File: config.mk
export PLATFORM = sky130hd
export DESIGN_NAME = axi_lite_master
export DESIGN_NICKNAME = d
export VERILOG_FILES = /design/src/rtl/axi_lite_master.sv
export SDC_FILE = /design/constraint.sdc
export NUM_CORES = 1
export LEC_CHECK = 0
export CAP_MARGIN = 20
export CORE_MARGIN = 3
export CORE_UTILIZATION = 39
export DETAILED_ROUTE_END_ITERATION = 7
export PLACE_DENSITY = 0.88
export SYNTH_ARGS = -nofsm -noshare
export SYNTH_HDL_FRONTEND = slang
export SYNTH_SLANG_ARGS = --single-unit
File: constraint.sdc
create_clock -name M_AXI_ACLK -period 2.1 [get_ports M_AXI_ACLK]
set_clock_uncertainty 0.2 [all_clocks]
set_input_delay 0.63 -clock M_AXI_ACLK [delete_from_list [all_inputs] [get_ports M_AXI_ACLK]]
set_output_delay 0.63 -clock M_AXI_ACLK [all_outputs]
set_load 0.005 [all_outputs]
File: src/rtl/axi_lite_master.sv
// AXI4-Lite master: turns a single-outstanding command/response handshake into
// AXI4-Lite read and write transactions. One transaction is in flight at a time.
// The data width is expected to be 32 or 64.
module axi_lite_master #(
  parameter int unsigned C_M_AXI_ADDR_WIDTH = 32,
  parameter int unsigned C_M_AXI_DATA_WIDTH = 32,
  parameter logic [2:0]  C_M_AXI_PROT       = 3'b000
) (
  input  logic                              M_AXI_ACLK,
  input  logic                              M_AXI_ARESETN,
  // Command interface
  input  logic                              cmd_valid,
  output logic                              cmd_ready,
  input  logic                              cmd_write,
  input  logic [C_M_AXI_ADDR_WIDTH-1:0]     cmd_addr,
  input  logic [C_M_AXI_DATA_WIDTH-1:0]     cmd_wdata,
  input  logic [C_M_AXI_DATA_WIDTH/8-1:0]   cmd_wstrb,
  // Response interface
  output logic                              rsp_valid,
  input  logic                              rsp_ready,
  output logic                              rsp_write,
  output logic [C_M_AXI_DATA_WIDTH-1:0]     rsp_rdata,
  output logic [1:0]                        rsp_resp,
  output logic                              rsp_err,
  // Write address channel
  output logic [C_M_AXI_ADDR_WIDTH-1:0]     M_AXI_AWADDR,
  output logic [2:0]                        M_AXI_AWPROT,
  output logic                              M_AXI_AWVALID,
  input  logic                              M_AXI_AWREADY,
  // Write data channel
  output logic [C_M_AXI_DATA_WIDTH-1:0]     M_AXI_WDATA,
  output logic [C_M_AXI_DATA_WIDTH/8-1:0]   M_AXI_WSTRB,
  output logic                              M_AXI_WVALID,
  input  logic                              M_AXI_WREADY,
  // Write response channel
  input  logic [1:0]                        M_AXI_BRESP,
  input  logic                              M_AXI_BVALID,
  output logic                              M_AXI_BREADY,
  // Read address channel
  output logic [C_M_AXI_ADDR_WIDTH-1:0]     M_AXI_ARADDR,
  output logic [2:0]                        M_AXI_ARPROT,
  output logic                              M_AXI_ARVALID,
  input  logic                              M_AXI_ARREADY,
  // Read data channel
  input  logic [C_M_AXI_DATA_WIDTH-1:0]     M_AXI_RDATA,
  input  logic [1:0]                        M_AXI_RRESP,
  input  logic                              M_AXI_RVALID,
  output logic                              M_AXI_RREADY
);

  typedef enum logic [2:0] {
    StIdle,
    StWr,
    StWrResp,
    StRdAddr,
    StRdData,
    StRsp
  } state_e;

  state_e                          state_q, state_d;
  logic                            cmd_ready_q, cmd_ready_d;
  logic                            awvalid_q, awvalid_d;
  logic                            wvalid_q, wvalid_d;
  logic                            bready_q, bready_d;
  logic                            arvalid_q, arvalid_d;
  logic                            rready_q, rready_d;
  logic [C_M_AXI_ADDR_WIDTH-1:0]   addr_q, addr_d;
  logic [C_M_AXI_DATA_WIDTH-1:0]   wdata_q, wdata_d;
  logic [C_M_AXI_DATA_WIDTH/8-1:0] wstrb_q, wstrb_d;
  logic                            rsp_valid_q, rsp_valid_d;
  logic                            rsp_write_q, rsp_write_d;
  logic [C_M_AXI_DATA_WIDTH-1:0]   rsp_rdata_q, rsp_rdata_d;
  logic [1:0]                      rsp_resp_q, rsp_resp_d;

  // Next-state and registered-output computation for the shared read/write FSM.
  always_comb begin
    state_d     = state_q;
    cmd_ready_d = cmd_ready_q;
    awvalid_d   = awvalid_q;
    wvalid_d    = wvalid_q;
    bready_d    = bready_q;
    arvalid_d   = arvalid_q;
    rready_d    = rready_q;
    addr_d      = addr_q;
    wdata_d     = wdata_q;
    wstrb_d     = wstrb_q;
    rsp_valid_d = rsp_valid_q;
    rsp_write_d = rsp_write_q;
    rsp_rdata_d = rsp_rdata_q;
    rsp_resp_d  = rsp_resp_q;

    case (state_q)
      StIdle: begin
        // cmd_ready comes up one cycle after entering idle (reset or response done)
        cmd_ready_d = 1'b1;
        if (cmd_valid && cmd_ready_q) begin
          cmd_ready_d = 1'b0;
          addr_d      = cmd_addr;
          wdata_d     = cmd_wdata;
          wstrb_d     = cmd_wstrb;
          if (cmd_write) begin
            state_d   = StWr;
            awvalid_d = 1'b1;
            wvalid_d  = 1'b1;
          end else begin
            state_d   = StRdAddr;
            arvalid_d = 1'b1;
          end
        end
      end

      StWr: begin
        // A low VALID in this state marks that channel's handshake as done
        if (M_AXI_AWREADY) awvalid_d = 1'b0;
        if (M_AXI_WREADY)  wvalid_d  = 1'b0;
        if (!awvalid_d && !wvalid_d) begin
          state_d  = StWrResp;
          bready_d = 1'b1;
        end
      end

      StWrResp: begin
        if (M_AXI_BVALID && bready_q) begin
          bready_d    = 1'b0;
          rsp_valid_d = 1'b1;
          rsp_write_d = 1'b1;
          rsp_rdata_d = '0;
          rsp_resp_d  = M_AXI_BRESP;
          state_d     = StRsp;
        end
      end

      StRdAddr: begin
        if (M_AXI_ARREADY) begin
          arvalid_d = 1'b0;
          rready_d  = 1'b1;
          state_d   = StRdData;
        end
      end

      StRdData: begin
        if (M_AXI_RVALID && rready_q) begin
          rready_d    = 1'b0;
          rsp_valid_d = 1'b1;
          rsp_write_d = 1'b0;
          rsp_rdata_d = M_AXI_RDATA;
          rsp_resp_d  = M_AXI_RRESP;
          state_d     = StRsp;
        end
      end

      StRsp: begin
        if (rsp_ready) begin
          rsp_valid_d = 1'b0;
          cmd_ready_d = 1'b1;
          state_d     = StIdle;
        end
      end

      default: state_d = StIdle;
    endcase
  end

  // State and output registers; reset abandons any in-flight transaction.
  always_ff @(posedge M_AXI_ACLK or negedge M_AXI_ARESETN) begin
    if (!M_AXI_ARESETN) begin
      state_q     <= StIdle;
      cmd_ready_q <= 1'b0;
      awvalid_q   <= 1'b0;
      wvalid_q    <= 1'b0;
      bready_q    <= 1'b0;
      arvalid_q   <= 1'b0;
      rready_q    <= 1'b0;
      addr_q      <= '0;
      wdata_q     <= '0;
      wstrb_q     <= '0;
      rsp_valid_q <= 1'b0;
      rsp_write_q <= 1'b0;
      rsp_rdata_q <= '0;
      rsp_resp_q  <= 2'b00;
    end else begin
      state_q     <= state_d;
      cmd_ready_q <= cmd_ready_d;
      awvalid_q   <= awvalid_d;
      wvalid_q    <= wvalid_d;
      bready_q    <= bready_d;
      arvalid_q   <= arvalid_d;
      rready_q    <= rready_d;
      addr_q      <= addr_d;
      wdata_q     <= wdata_d;
      wstrb_q     <= wstrb_d;
      rsp_valid_q <= rsp_valid_d;
      rsp_write_q <= rsp_write_d;
      rsp_rdata_q <= rsp_rdata_d;
      rsp_resp_q  <= rsp_resp_d;
    end
  end

  assign cmd_ready     = cmd_ready_q;
  assign rsp_valid     = rsp_valid_q;
  assign rsp_write     = rsp_write_q;
  assign rsp_rdata     = rsp_rdata_q;
  assign rsp_resp      = rsp_resp_q;
  assign rsp_err       = rsp_resp_q[1];

  // Reads and writes never overlap, so one address register serves both channels
  assign M_AXI_AWADDR  = addr_q;
  assign M_AXI_ARADDR  = addr_q;
  assign M_AXI_AWPROT  = C_M_AXI_PROT;
  assign M_AXI_ARPROT  = C_M_AXI_PROT;
  assign M_AXI_AWVALID = awvalid_q;
  assign M_AXI_WDATA   = wdata_q;
  assign M_AXI_WSTRB   = wstrb_q;
  assign M_AXI_WVALID  = wvalid_q;
  assign M_AXI_BREADY  = bready_q;
  assign M_AXI_ARVALID = arvalid_q;
  assign M_AXI_RREADY  = rready_q;

endmodule

Word level (Yosys, flattened, before mapping)
Cells that the tools add are included.
Storage, ports and cells
  flip-flop bits (word level): 113
  bits in latches: 0
  RAM bits: 0
  bits in read-only memories: 0
  output and inout port bits: 149
  logic and storage cells: 90
  memories kept: 0
Cells by class
  $add $sub $neg: 0
  multipliers: 0
  divide/modulo/power cells: 0
  order comparisons: 0
  equal/unequal tests: 13
  shift operators: 0
  muxes and demuxes: 40
  bitwise operators: 0
  reduce and logical (&&, ||, !) cells: 23
Operators by type and width (number)
  $mux 32: 2
  $pmux 32 s2: 1
  $mux 1: 18
  $mux 3: 6
  $pmux 3 s6: 1
  $ne 2x2->1 const B: 8
  $pmux 1 s2: 7
  $reduce_and 3->1: 4
  $reduce_bool 2->1: 6
  $reduce_and 4->1: 2
  $eq 3x2->1 const B: 2
  $eq 3x3->1 const B: 2
  $mux 2: 3
  $reduce_and 6->1: 1
  $logic_and 1x1->1: 4
  $pmux 2 s2: 1
  $reduce_and 2->1: 2
  $eq 3x1->1 const B: 1
  $logic_not 3->1: 1
  $pmux 1 s3: 1
  $reduce_bool 3->1: 1
  $logic_not 1->1: 2

Longest topological paths before layout
  depth in word-level cells: 6
  mapped depth: 6

Worst setup path before layout
OpenSTA, ideal clock, no wires.
  path kind: input port to flip-flop
  start: in cmd_valid
  end: reg addr_q[28], in the netlist M_AXI_ARADDR[28]
  arrival: 1.607 ns
  data required time: 1.773 ns
  setup slack: 0.166 ns
  cell stages on the path: 5
  buffers on the path: 2
  path through: nand2_1 > nor4_4 > buf_4 > buf_6 > mux2_1
Between the ends
  longest elaborated chain between the ends: 2
RTL lines
  start: declaration: line 12  | input logic cmd_valid,
  $logic_and 1x1->1: line 96  | if (cmd_valid && cmd_ready_q) begin
  $reduce_and 2->1 (no line)
  end signal: assignment: line 189  | addr_q <= addr_d;
  end: declaration: line 67  | logic [C_M_AXI_ADDR_WIDTH-1:0] addr_q, addr_d;
Every way passes these cells.
A chain may end at the register's enable or synchronous reset.

Final worst setup path
  start: in cmd_valid
  end: reg wdata_q[31], in the netlist M_AXI_WDATA[31]
Between the ends
  longest elaborated chain between the ends: 2
RTL lines
  $logic_and 1x1->1: line 96
  $reduce_and 2->1 (no line)
  end signal: assignment: line 190  | wdata_q <= wdata_d;
  end: declaration: line 68  | logic [C_M_AXI_DATA_WIDTH-1:0] wdata_q, wdata_d;
Every way passes these cells.

==> metrics.csv <==
metric,value,unit
status,finished clean,
synth_fa_ha_area_share,0,%
cp-end-kind,flip-flop,
use_met1,22.1,%
clock_sinks,113,
hp-class,primary input to async pin,
post_drt_via_cell_ratio,4.99,
port-buffer-count,256,
numCtsBuffers,17,
wl,14100,um
post-place-ws,-0.470,ns
syn2layout_area_growth,71.6,%
yosysWarnings,0,
synthCells,342,
ys_types,31,
fin_util,69.5,%
gp_congestion,0.847,
finalMaxSlewViolations,0,
root_buffer,clkbuf_16,
drt_pre_antenna_iters,4,
synth-edff-count,0,
synth-simple-area-share,3.55,%
grt_pass1_wl,21700,um
final-setup-viol-count,0,
antenna_left,0,
fin_ws,0.0200,ns
gr-max-usage-layer,met2,
yosysTopAreaCellShare,60.3,%
insertion_delay,0.40,ns
async_flop_share,100,%
hold_viol_final,0,
drive_gt1_share,24.1,%
finalPower,11.7,mW
grt.total_usage,21.3,%
overflow,0,
power_leakage,3.98,nW
dieWidth,116,um
yosysSeqAreaShare,60.3,%
die_h,116,um
wl_per_cell,18.3,um
post-route-period-util,99.0,%
start_util,40.5,%
cp.arrival,2.16,ns
core-area,11600,sq um
drtIter0Drc,181,
insertedDiodeCount,0,
grt_pass1_vias,4176,
yosys_register_bits,113,
fmax,481,MHz
ys_top_cells_by_area,"dfrtp_1 60%, mux2_2 15%, buf_4 6.6%, a22o_1 6.0%, mux2_1 2.2%",
grt_antenna_before_repair,0,
final_cell_mix,"129 x dlygate4sd2_1, 113 x dfrtp_1, 112 x clkdlybuf4s50_1",
vias,3845,
met3_usage,8.83,%
finalCriticalPeriod,2.08,ns
drv_cap,0,
p_per_area,1450,nW/um^2
std_cell_rows,39,
synthXorXnorAreaFrac,0,%
netlist_area,4690,sq um
grt_max_degree,63,
syn_avg_cell_area,13.7,sq um
dp.final_hpwl,10100,um
rsz0062_at_grt,yes,
ir_worst_vdd,898,uV
crit_required,2.18,ns
htree_levels,4,
synth_top_family_by_area,multiplexers,
finish.net_count,728,
path_class,primary input to flip-flop,
path_max_fanout,49,
grt_use_met2,37.7,%
synthFlopType,dfrtp_1,
fin_setup_tns,0,ns
rr_worst_depth,5,
synth.area.mux_share,17.8,%
clock_path_buffers,2,
die-area,13400,sq um
final_common_cell,dlygate4sd2_1,
clkSlewWorstSetupHoldPaths,0.05,ns
drc_errors,0,
synth_compound_area_share,9.51,%
cts_tree,done,
ios,263,
netlist.top_cell.by_area,dfrtp_1,
startpoint_type,primary input,
==> critical path, cell delays in order <==
cell             delay (ns)
clkdlybuf4s50_1        0.46
nand2_1                0.11
nor4_4                 0.24
buf_12                 0.29
mux2_2                 0.38
==> final timing paths <==
path | start | end | slack (ns)
max in group asynchronous | M_AXI_ARESETN | M_AXI_WSTRB[2] | 1.36
max | cmd_valid | M_AXI_WDATA[31] | 0.02
min in group M_AXI_ACLK | M_AXI_WDATA[1] | M_AXI_WDATA[1] | 0.29
min reg2reg | M_AXI_WDATA[1] | M_AXI_WDATA[1] | 0.29
min | M_AXI_ARESETN | rsp_rdata[30] | 0.02
max reg2reg | state_q[2] | rsp_rdata[24] | 0.10
==> cell usage after synthesis (3+ instances only) <==
cell	count
dfrtp_1	113
mux2_2	64
buf_4	41
a22o_1	32
nand2_1	18
buf_2	13
mux2_1	9
a21oi_1	7
o21ai_0	7
nor2_1	5
inv_1	4
nor2b_1	4
clkbuf_1	3
==> layer usage <==
| layer | up-vias | wire, um |
|---|---|---|
| li1 | 1713 | - |
| met3 | 24 | 1390 |
| met4 | 0 | 304 |
| met5 | - | 0 |
| met1 | 1906 | 4970 |
| met2 | 202 | 7430 |
==> metrics by stage <==
step / instance area [sq um] / hold WS, ns / instances
after floorplan: 4700 / 0.134 / 347
after global placement: 7260 / 0.270 / 706
after detailed placement: 7260 / 0.276 / 706
after CTS: 7990 / 0.0233 / 769
after global routing: 8040 / 0.0343 / 770
final: 8040 / 0.0232 / 770
==> repair_timing <==
item | CTS | global route
resized for setup | 130 | 16
buffers inserted | 31 | 1
setup endpoints to repair | 136 | 18
pin swaps | 1 | 0
hold buffers | 0 | 0
==> power by group <==
part | switching [mW] | internal [mW] | leakage [nW] | total, mW
registers | 0.613 | 3.18 | 1.40 | 3.79
logic | 1.82 | 2.93 | 2.27 | 4.75
clock network | 0.955 | 2.19 | 0.316 | 3.15
total | 3.39 | 8.30 | 3.98 | 11.7
==> area by class of cell <==
type / count / area (sq um)
fill: 821 / 3520
timing repair buffer: 306 / 2880
sequential: 113 / 2830
multi-input combinational: 172 / 1480
clock buffer: 22 / 474
clock inverter: 10 / 180
tap: 143 / 179
inverter: 4 / 15.0
==> registers in the layout, summed over array words and instances, names as in the netlist, 2 cells and up <==
register and count:
M_AXI_WSTRB 4, rsp_rdata 32, M_AXI_WDATA 32, M_AXI_ARADDR 32, state_q 3, rsp_resp 2
==> cell families (layout without fill, tap and decap cells) <==
logic type      count (synthesis)  after routing
simple gates                   34             34
buf+inv                        62            342
flops                         113            113
mux                            74             74
other cells                     1              6
compound gates                 58             58
No activity file was read; power rests on OpenSTA's default activity.
